[config.mk]
export PLATFORM = sky130hd
export DESIGN_NAME = coeff_serializer_flat
export DESIGN_NICKNAME = d
export VERILOG_FILES = /design/src/rtl/jpeg_pkg.sv /design/src/rtl/coeff_serializer_if.sv /design/src/rtl/coeff_serializer_zigzag_rom.sv /design/src/rtl/coeff_serializer.sv /design/src/flat_wrapper.sv
export SDC_FILE = /design/constraint.sdc
export NUM_CORES = 2
export LEC_CHECK = 0
export CAP_MARGIN = 40
export CORE_AREA = 10 10 398 400
export CTS_CLUSTER_DIAMETER = 120
export DETAILED_ROUTE_END_ITERATION = 10
export DIE_AREA = 0 0 408 410
export PLACE_DENSITY_LB_ADDON = 0.2
export SKIP_LAST_GASP = 1
export SLEW_MARGIN = 20
export SYNTH_ARGS = -nofsm -noshare
export SYNTH_HDL_FRONTEND = slang
export SYNTH_HIERARCHICAL = 1
export SYNTH_SLANG_ARGS = --single-unit
[constraint.sdc]
create_clock -name clk -period 7.59 [get_ports clk]
set_clock_uncertainty 0.05 [all_clocks]
set_input_delay 1.1385 -clock clk [delete_from_list [all_inputs] [get_ports clk]]
set_output_delay 1.1385 -clock clk [all_outputs]
set_load 0.1 [all_outputs]
[src/rtl/jpeg_pkg.sv]
// Shared JPEG block constants, serializer state encoding and the standard
// zigzag scan table.
package jpeg_pkg;

  localparam int BLOCK_COEFFS = 64;
  localparam int COEFF_W      = 16;

  typedef enum logic [1:0] {
    S_IDLE = 2'd0,
    S_SEND = 2'd1,
    S_DONE = 2'd2
  } ser_state_t;

  // Scan position -> natural (row-major) index of an 8x8 block.
  function automatic logic [5:0] zz(input logic [5:0] pos);
    logic [5:0] idx;
    idx = 6'd0;
    case (pos)
      6'd0:  idx = 6'd0;  6'd1:  idx = 6'd1;  6'd2:  idx = 6'd8;  6'd3:  idx = 6'd16;
      6'd4:  idx = 6'd9;  6'd5:  idx = 6'd2;  6'd6:  idx = 6'd3;  6'd7:  idx = 6'd10;
      6'd8:  idx = 6'd17; 6'd9:  idx = 6'd24; 6'd10: idx = 6'd32; 6'd11: idx = 6'd25;
      6'd12: idx = 6'd18; 6'd13: idx = 6'd11; 6'd14: idx = 6'd4;  6'd15: idx = 6'd5;
      6'd16: idx = 6'd12; 6'd17: idx = 6'd19; 6'd18: idx = 6'd26; 6'd19: idx = 6'd33;
      6'd20: idx = 6'd40; 6'd21: idx = 6'd48; 6'd22: idx = 6'd41; 6'd23: idx = 6'd34;
      6'd24: idx = 6'd27; 6'd25: idx = 6'd20; 6'd26: idx = 6'd13; 6'd27: idx = 6'd6;
      6'd28: idx = 6'd7;  6'd29: idx = 6'd14; 6'd30: idx = 6'd21; 6'd31: idx = 6'd28;
      6'd32: idx = 6'd35; 6'd33: idx = 6'd42; 6'd34: idx = 6'd49; 6'd35: idx = 6'd56;
      6'd36: idx = 6'd57; 6'd37: idx = 6'd50; 6'd38: idx = 6'd43; 6'd39: idx = 6'd36;
      6'd40: idx = 6'd29; 6'd41: idx = 6'd22; 6'd42: idx = 6'd15; 6'd43: idx = 6'd23;
      6'd44: idx = 6'd30; 6'd45: idx = 6'd37; 6'd46: idx = 6'd44; 6'd47: idx = 6'd51;
      6'd48: idx = 6'd58; 6'd49: idx = 6'd59; 6'd50: idx = 6'd52; 6'd51: idx = 6'd45;
      6'd52: idx = 6'd38; 6'd53: idx = 6'd31; 6'd54: idx = 6'd39; 6'd55: idx = 6'd46;
      6'd56: idx = 6'd53; 6'd57: idx = 6'd60; 6'd58: idx = 6'd61; 6'd59: idx = 6'd54;
      6'd60: idx = 6'd47; 6'd61: idx = 6'd55; 6'd62: idx = 6'd62; 6'd63: idx = 6'd63;
      default: idx = 6'd0;
    endcase
    return idx;
  endfunction

endpackage

[src/rtl/coeff_serializer_if.sv]
// Block-in / coefficient-out bus of the coefficient serializer.
// Handshakes: a transfer happens on a rising edge where valid && ready; the
// sender holds valid and its payload stable until that edge, and never
// withdraws valid before the transfer.
interface coeff_serializer_if #(
  parameter int WIDTH = 16
);
  logic [WIDTH*64-1:0] block_in_flat;
  logic                block_in_valid;
  logic                block_in_ready;
  logic [WIDTH-1:0]    coeff_out;
  logic [5:0]          coeff_index;
  logic                coeff_valid;
  logic                coeff_ready;
  logic                block_done;

  // master: block producer plus coefficient consumer around the serializer
  modport master (
    output block_in_flat, block_in_valid, coeff_ready,
    input  block_in_ready, coeff_out, coeff_index, coeff_valid, block_done
  );

  // slave: the serializer itself
  modport slave (
    input  block_in_flat, block_in_valid, coeff_ready,
    output block_in_ready, coeff_out, coeff_index, coeff_valid, block_done
  );
endinterface

[src/rtl/coeff_serializer_zigzag_rom.sv]
// Combinational scan position to natural index map, shared with the decoder.
module zigzag_rom
  import jpeg_pkg::*;
(
  input  logic [5:0] pos,
  output logic [5:0] idx
);
  assign idx = zz(pos);
endmodule

[src/rtl/coeff_serializer.sv]
// Serializes one captured 8x8 coefficient block into 64 indexed beats,
// followed by a single-cycle block_done.
module coeff_serializer
  import jpeg_pkg::*;
#(
  parameter int WIDTH  = COEFF_W,
  parameter int ZIGZAG = 1
) (
  input  logic               clk,
  input  logic               rst_n,
  coeff_serializer_if.slave  bus,
  output ser_state_t         dbg_state
);

  ser_state_t       state, state_nxt;
  logic [5:0]       pos;
  logic [5:0]       zz_idx;
  logic [5:0]       scan_idx;
  logic [WIDTH-1:0] coef_buf [BLOCK_COEFFS];
  logic             capture;
  logic             beat;
  logic             last_beat;

  assign capture   = bus.block_in_valid && bus.block_in_ready;
  assign beat      = bus.coeff_valid && bus.coeff_ready;
  assign last_beat = beat && (pos == 6'd63);
  assign dbg_state = state;

  always_ff @(posedge clk or negedge rst_n) begin
    if (!rst_n) state <= S_IDLE;
    else        state <= state_nxt;
  end

  always_comb begin
    state_nxt = state;
    case (state)
      S_IDLE:  if (capture) state_nxt = S_SEND;
      S_SEND:  if (last_beat) state_nxt = S_DONE;
      S_DONE:  state_nxt = capture ? S_SEND : S_IDLE;
      default: state_nxt = S_IDLE;
    endcase
  end

  // Pure state decode: no combinational path from either valid or ready.
  always_comb begin
    bus.block_in_ready = 1'b0;
    bus.coeff_valid    = 1'b0;
    bus.block_done     = 1'b0;
    case (state)
      S_IDLE: bus.block_in_ready = 1'b1;
      S_SEND: bus.coeff_valid    = 1'b1;
      S_DONE: begin
        bus.block_in_ready = 1'b1;
        bus.block_done     = 1'b1;
      end
      default: bus.block_in_ready = 1'b1;
    endcase
  end

  // pos parks at 63 after the final beat; only a new capture rewinds it.
  always_ff @(posedge clk or negedge rst_n) begin
    if (!rst_n) begin
      pos <= 6'd0;
      for (int k = 0; k < BLOCK_COEFFS; k++) coef_buf[k] <= '0;
    end else if (capture) begin
      pos <= 6'd0;
      for (int k = 0; k < BLOCK_COEFFS; k++) coef_buf[k] <= bus.block_in_flat[k*WIDTH +: WIDTH];
    end else if (beat && (pos != 6'd63)) begin
      pos <= pos + 6'd1;
    end
  end

  zigzag_rom u_zigzag_rom (
    .pos (pos),
    .idx (zz_idx)
  );

  assign scan_idx        = (ZIGZAG != 0) ? zz_idx : pos;
  assign bus.coeff_index = scan_idx;
  assign bus.coeff_out   = coef_buf[scan_idx];

endmodule

[src/flat_wrapper.sv]
// flat-port wrapper written by rule: the top's interface ports become plain ports
module coeff_serializer_flat import jpeg_pkg::*;
#(
  parameter int WIDTH  = COEFF_W,
  parameter int ZIGZAG = 1
)
  (clk, rst_n, dbg_state, bus_block_in_flat, bus_block_in_valid, bus_coeff_ready, bus_block_in_ready, bus_coeff_out, bus_coeff_index, bus_coeff_valid, bus_block_done);
  coeff_serializer_if #(.WIDTH(WIDTH)) bus_i ();
  input  logic clk;
  input  logic rst_n;
  output ser_state_t dbg_state;
  input wire logic [$bits(bus_i.block_in_flat)-1:0] bus_block_in_flat;
  input wire logic [$bits(bus_i.block_in_valid)-1:0] bus_block_in_valid;
  input wire logic [$bits(bus_i.coeff_ready)-1:0] bus_coeff_ready;
  output wire logic [$bits(bus_i.block_in_ready)-1:0] bus_block_in_ready;
  output wire logic [$bits(bus_i.coeff_out)-1:0] bus_coeff_out;
  output wire logic [$bits(bus_i.coeff_index)-1:0] bus_coeff_index;
  output wire logic [$bits(bus_i.coeff_valid)-1:0] bus_coeff_valid;
  output wire logic [$bits(bus_i.block_done)-1:0] bus_block_done;
  assign bus_i.block_in_flat = bus_block_in_flat;
  assign bus_i.block_in_valid = bus_block_in_valid;
  assign bus_i.coeff_ready = bus_coeff_ready;
  assign bus_block_in_ready = bus_i.block_in_ready;
  assign bus_coeff_out = bus_i.coeff_out;
  assign bus_coeff_index = bus_i.coeff_index;
  assign bus_coeff_valid = bus_i.coeff_valid;
  assign bus_block_done = bus_i.block_done;
  coeff_serializer #(.WIDTH(WIDTH), .ZIGZAG(ZIGZAG)) u_core (.clk(clk), .rst_n(rst_n), .bus(bus_i), .dbg_state(dbg_state));
endmodule
==> impl_metrics.yaml <==
worst_setup_path:
  path_buf_inv: 3
  cp.required_ns: 6.40
  worstSetupEndpointType: "output pin"
  crit_chain: "clkinv_1 -> o311ai_1 -> o21ai_4 -> buf_4 -> nor2_2 -> a22oi_1 -> nand3_1 -> nand2_1 -> nor3_2 -> buf_12"
  path_class: "flop to output pin"
  cp.arrival_ns: 5.52
  max_stage_delay_ns: 0.78
  ff2ff_setup_slack_ns: 4.47
  cp_max_fo: 47
  startpoint_type: "flop"
  critPathSlowestCell: "dfrtp_1"
  cp_top_family: "simple AND/OR/NAND/NOR gates"
power_and_ir_drop:
  power_leakage_uw: 0.03142
  p_per_area_mw_per_mm2: 548.1
  peakVddDrop_uv: 473.8
  power.total_uw: 35470
synth:
  synth_ff_type: "dfrtp_1"
  synth_edf_count: 0
  yosysWarningCount: 6
  async_flop_share_pct: 100.0
  synth_area_mm2: 0.04756
  netlist_instances: 5135
  syn_area_per_cell_um2: 9.262
  synth.yosys.seq_area_share_pct: 54.30
  synth_nets: 6177
  ys_types: 54
  ys_ff_latch: 1032
global_route:
  grt_pass1_vias: 41830
  antenna_found_initial: 39
  grt_use_total_pct: 24.71
  grt_remaining_overflow: 0
  grt_max_degree: 259
  grt_pass1_wl_um: 303000
job:
  cap_violations: 0
sta:
  slew_violations: 0
  relSlewSlack_pct: 22.47
  fmax_ghz: 0.1490
  layout_min_cycle_time_ns: 6.712
  tightest_slew_ns: 1.163
  post-route-worst-setup-slack_ns: 0.8779
  final.setup.tns_ns: 0
  period_share_pct: 88.43
  setup_violations: 0
  finalHoldViolations: 0
  rsz0062_at_grt: "false"
cts:
  post_cts_buffers: 0
  clock_latency_ns: 0.74
  cts_sinks: 1032
  cts_buffers: 115
  cts-htree-levels: 3
  cts_resized: 0
  cts_hold_buf: 0
  clockBufferDepth: 3
  cts_root_buf: "clkbuf_16"
  cts_tree: "yes"
  path_clk_slew_ns: 0.06
placed_design:
  post_dp_cell_area_mm2: 0.06065
  place_inst: 7983
  dp_hpwl_um: 166300
  pre_cts_ws_ns: 1.451
  io_buffer_count: 1054
  gp_routability_congestion: 0.8921
floorplanning:
  die_h_um: 410
  core-area_mm2: 0.1508
  pin_count: 1055
  fp.dieW_um: 408
  dieArea_mm2: 0.1673
  num_rows: 143
  start_util_pct: 31.53
finish:
  fin_cells: 8219
  fin_area_mm2: 0.06471
  layout_common_cells: "3138 x nand2_1, 1037 x clkdlybuf4s50_1, 1032 x dfrtp_1"
  syn_to_final_growth_pct: 36.05
  final_common_cell: "nand2_1"
  drive_above_1_share_pct: 9.825
  nets: 7119
  nFillCells: 14820
drt:
  drt-initial-drc-count: 3511
  via_per_inst: 4.864
  drc: 0
  antenna_violating_nets_post_route: 0
  vias: 39980
  totalWireLength_um: 213900
  detail_route.wl_per_cell_um: 26.03
  drt_first_pass_iters: 6
run_status:
  status: "complete, no violations"
min_path:
  hold_class: "flop to flop"
[power by group]
part           leakage, uW  switching, uW  internal (uW)
Combinational       0.0163          11700           7890
Clock              0.00189           2450           3210
Sequential          0.0132           1830           8340
Total               0.0314          16000          19400
[layout make-up]
| class | instances | area (um^2) | share of cell area (%) |
|---|---|---|---|
| Clock buffer | 166 | 3379 | 5.223 |
| Multi-Input combinational cell | 3764 | 20310 | 31.38 |
| Tap cell | 2030 | 2540 | 3.925 |
| Inverter | 9 | 33.78 | 0.05221 |
| Clock inverter | 42 | 471.7 | 0.7290 |
| Sequential cell | 1032 | 25820 | 39.91 |
| Antenna cell | 21 | 52.55 | 0.08121 |
| Timing Repair Buffer | 1155 | 12100 | 18.70 |
[per-layer routing]
| layer | global-route usage [%] | wire, um | share of wire, % |
|---|---|---|---|
| met4 | 9.985 | 9014 | 4.2 |
| met2 | 42.18 | 106700 | 50 |
| met5 | 0 | 154 | 0.072 |
| met1 | 30.03 | 84050 | 39 |
| met3 | 5.758 | 14020 | 6.6 |
[path summary, 6_finish.rpt]
| check | from | to | cells past startpoint |
|---|---|---|---|
| setup / recovery | u_core/pos[4] | bus_coeff_out[2] | 10 |
| setup reg to reg | u_core/dbg_state[0] | u_core/coef_buf[303] | 7 |
| hold reg to reg | u_core/coef_buf[223] | u_core/coef_buf[223] | 2 |
| max in group asynchronous | rst_n | u_core/coef_buf[943] | 2 |
| hold / removal | u_core/coef_buf[223] | u_core/coef_buf[223] | 2 |
| min in group asynchronous | rst_n | u_core/coef_buf[205] | 1 |
[stage by stage]
stage / utilization (%) / hold WS, ns
6_report: 42.90 / 0.4159
5_1_grt: 42.90 / 0.4327
4_1_cts: 42.76 / 0.4020
3_5_place_dp: 40.21 / 0.4054
3_3_place_gp: 39.98 / 0.4029
2_1_floorplan: - / 0.3873
[state kept, by name, summed over array words and instances (netlist names)]
| signal | cells |
|---|---|
| u_core/pos | 6 |
| u_core/dbg_state | 2 |
| u_core/coef_buf | 1024 |
[worst min-delay path: stages (launching register included)]
cell and delay [ns]:
dfrtp_1 0.33, nand2_1 0.05, nand2_1 0.05
[kinds of logic (layout without fill, tap and decap cells)]
family,Yosys count,in the layout,share of synthesized area [%]
AND/OR/NAND/NOR,3267,3267,26.23
flip-flops,1032,1032,54.30
buffers and inverters,339,1372,3.396
multiplexers,319,319,13.19
AO/OA/AOI/OAI,160,160,2.439
adder cells (fa/ha/maj),14,14,0.3683
XOR/XNOR,4,4,0.07365
other,0,21,0
[Yosys cell counts, types with 6 or more instances]
master	number	area share [%]
buf_6	9	0.21
a211o_1	10	0.18
a22oi_1	39	0.62
o21ai_0	9	0.095
clkbuf_1	143	1.1
inv_1	6	0.047
nor3_1	9	0.095
nand4_1	7	0.092
and3_1	8	0.11
a221oi_1	6	0.11
o22ai_1	13	0.17
nor2_1	35	0.28
a21oi_1	26	0.27
a211oi_1	23	0.36
buf_2	136	1.4
mux4_2	241	11
nand3_1	24	0.25
nand2b_1	13	0.17
o2111ai_1	9	0.17
buf_1	14	0.11
mux2i_1	53	1.1
mux2_2	22	0.52
nor2b_1	16	0.21
a311oi_1	7	0.13
ha_1	14	0.37
dfrtp_1	1032	54
buf_4	28	0.44
nand2_1	3139	25
Note: power is estimated with default switching activity, not from simulation.
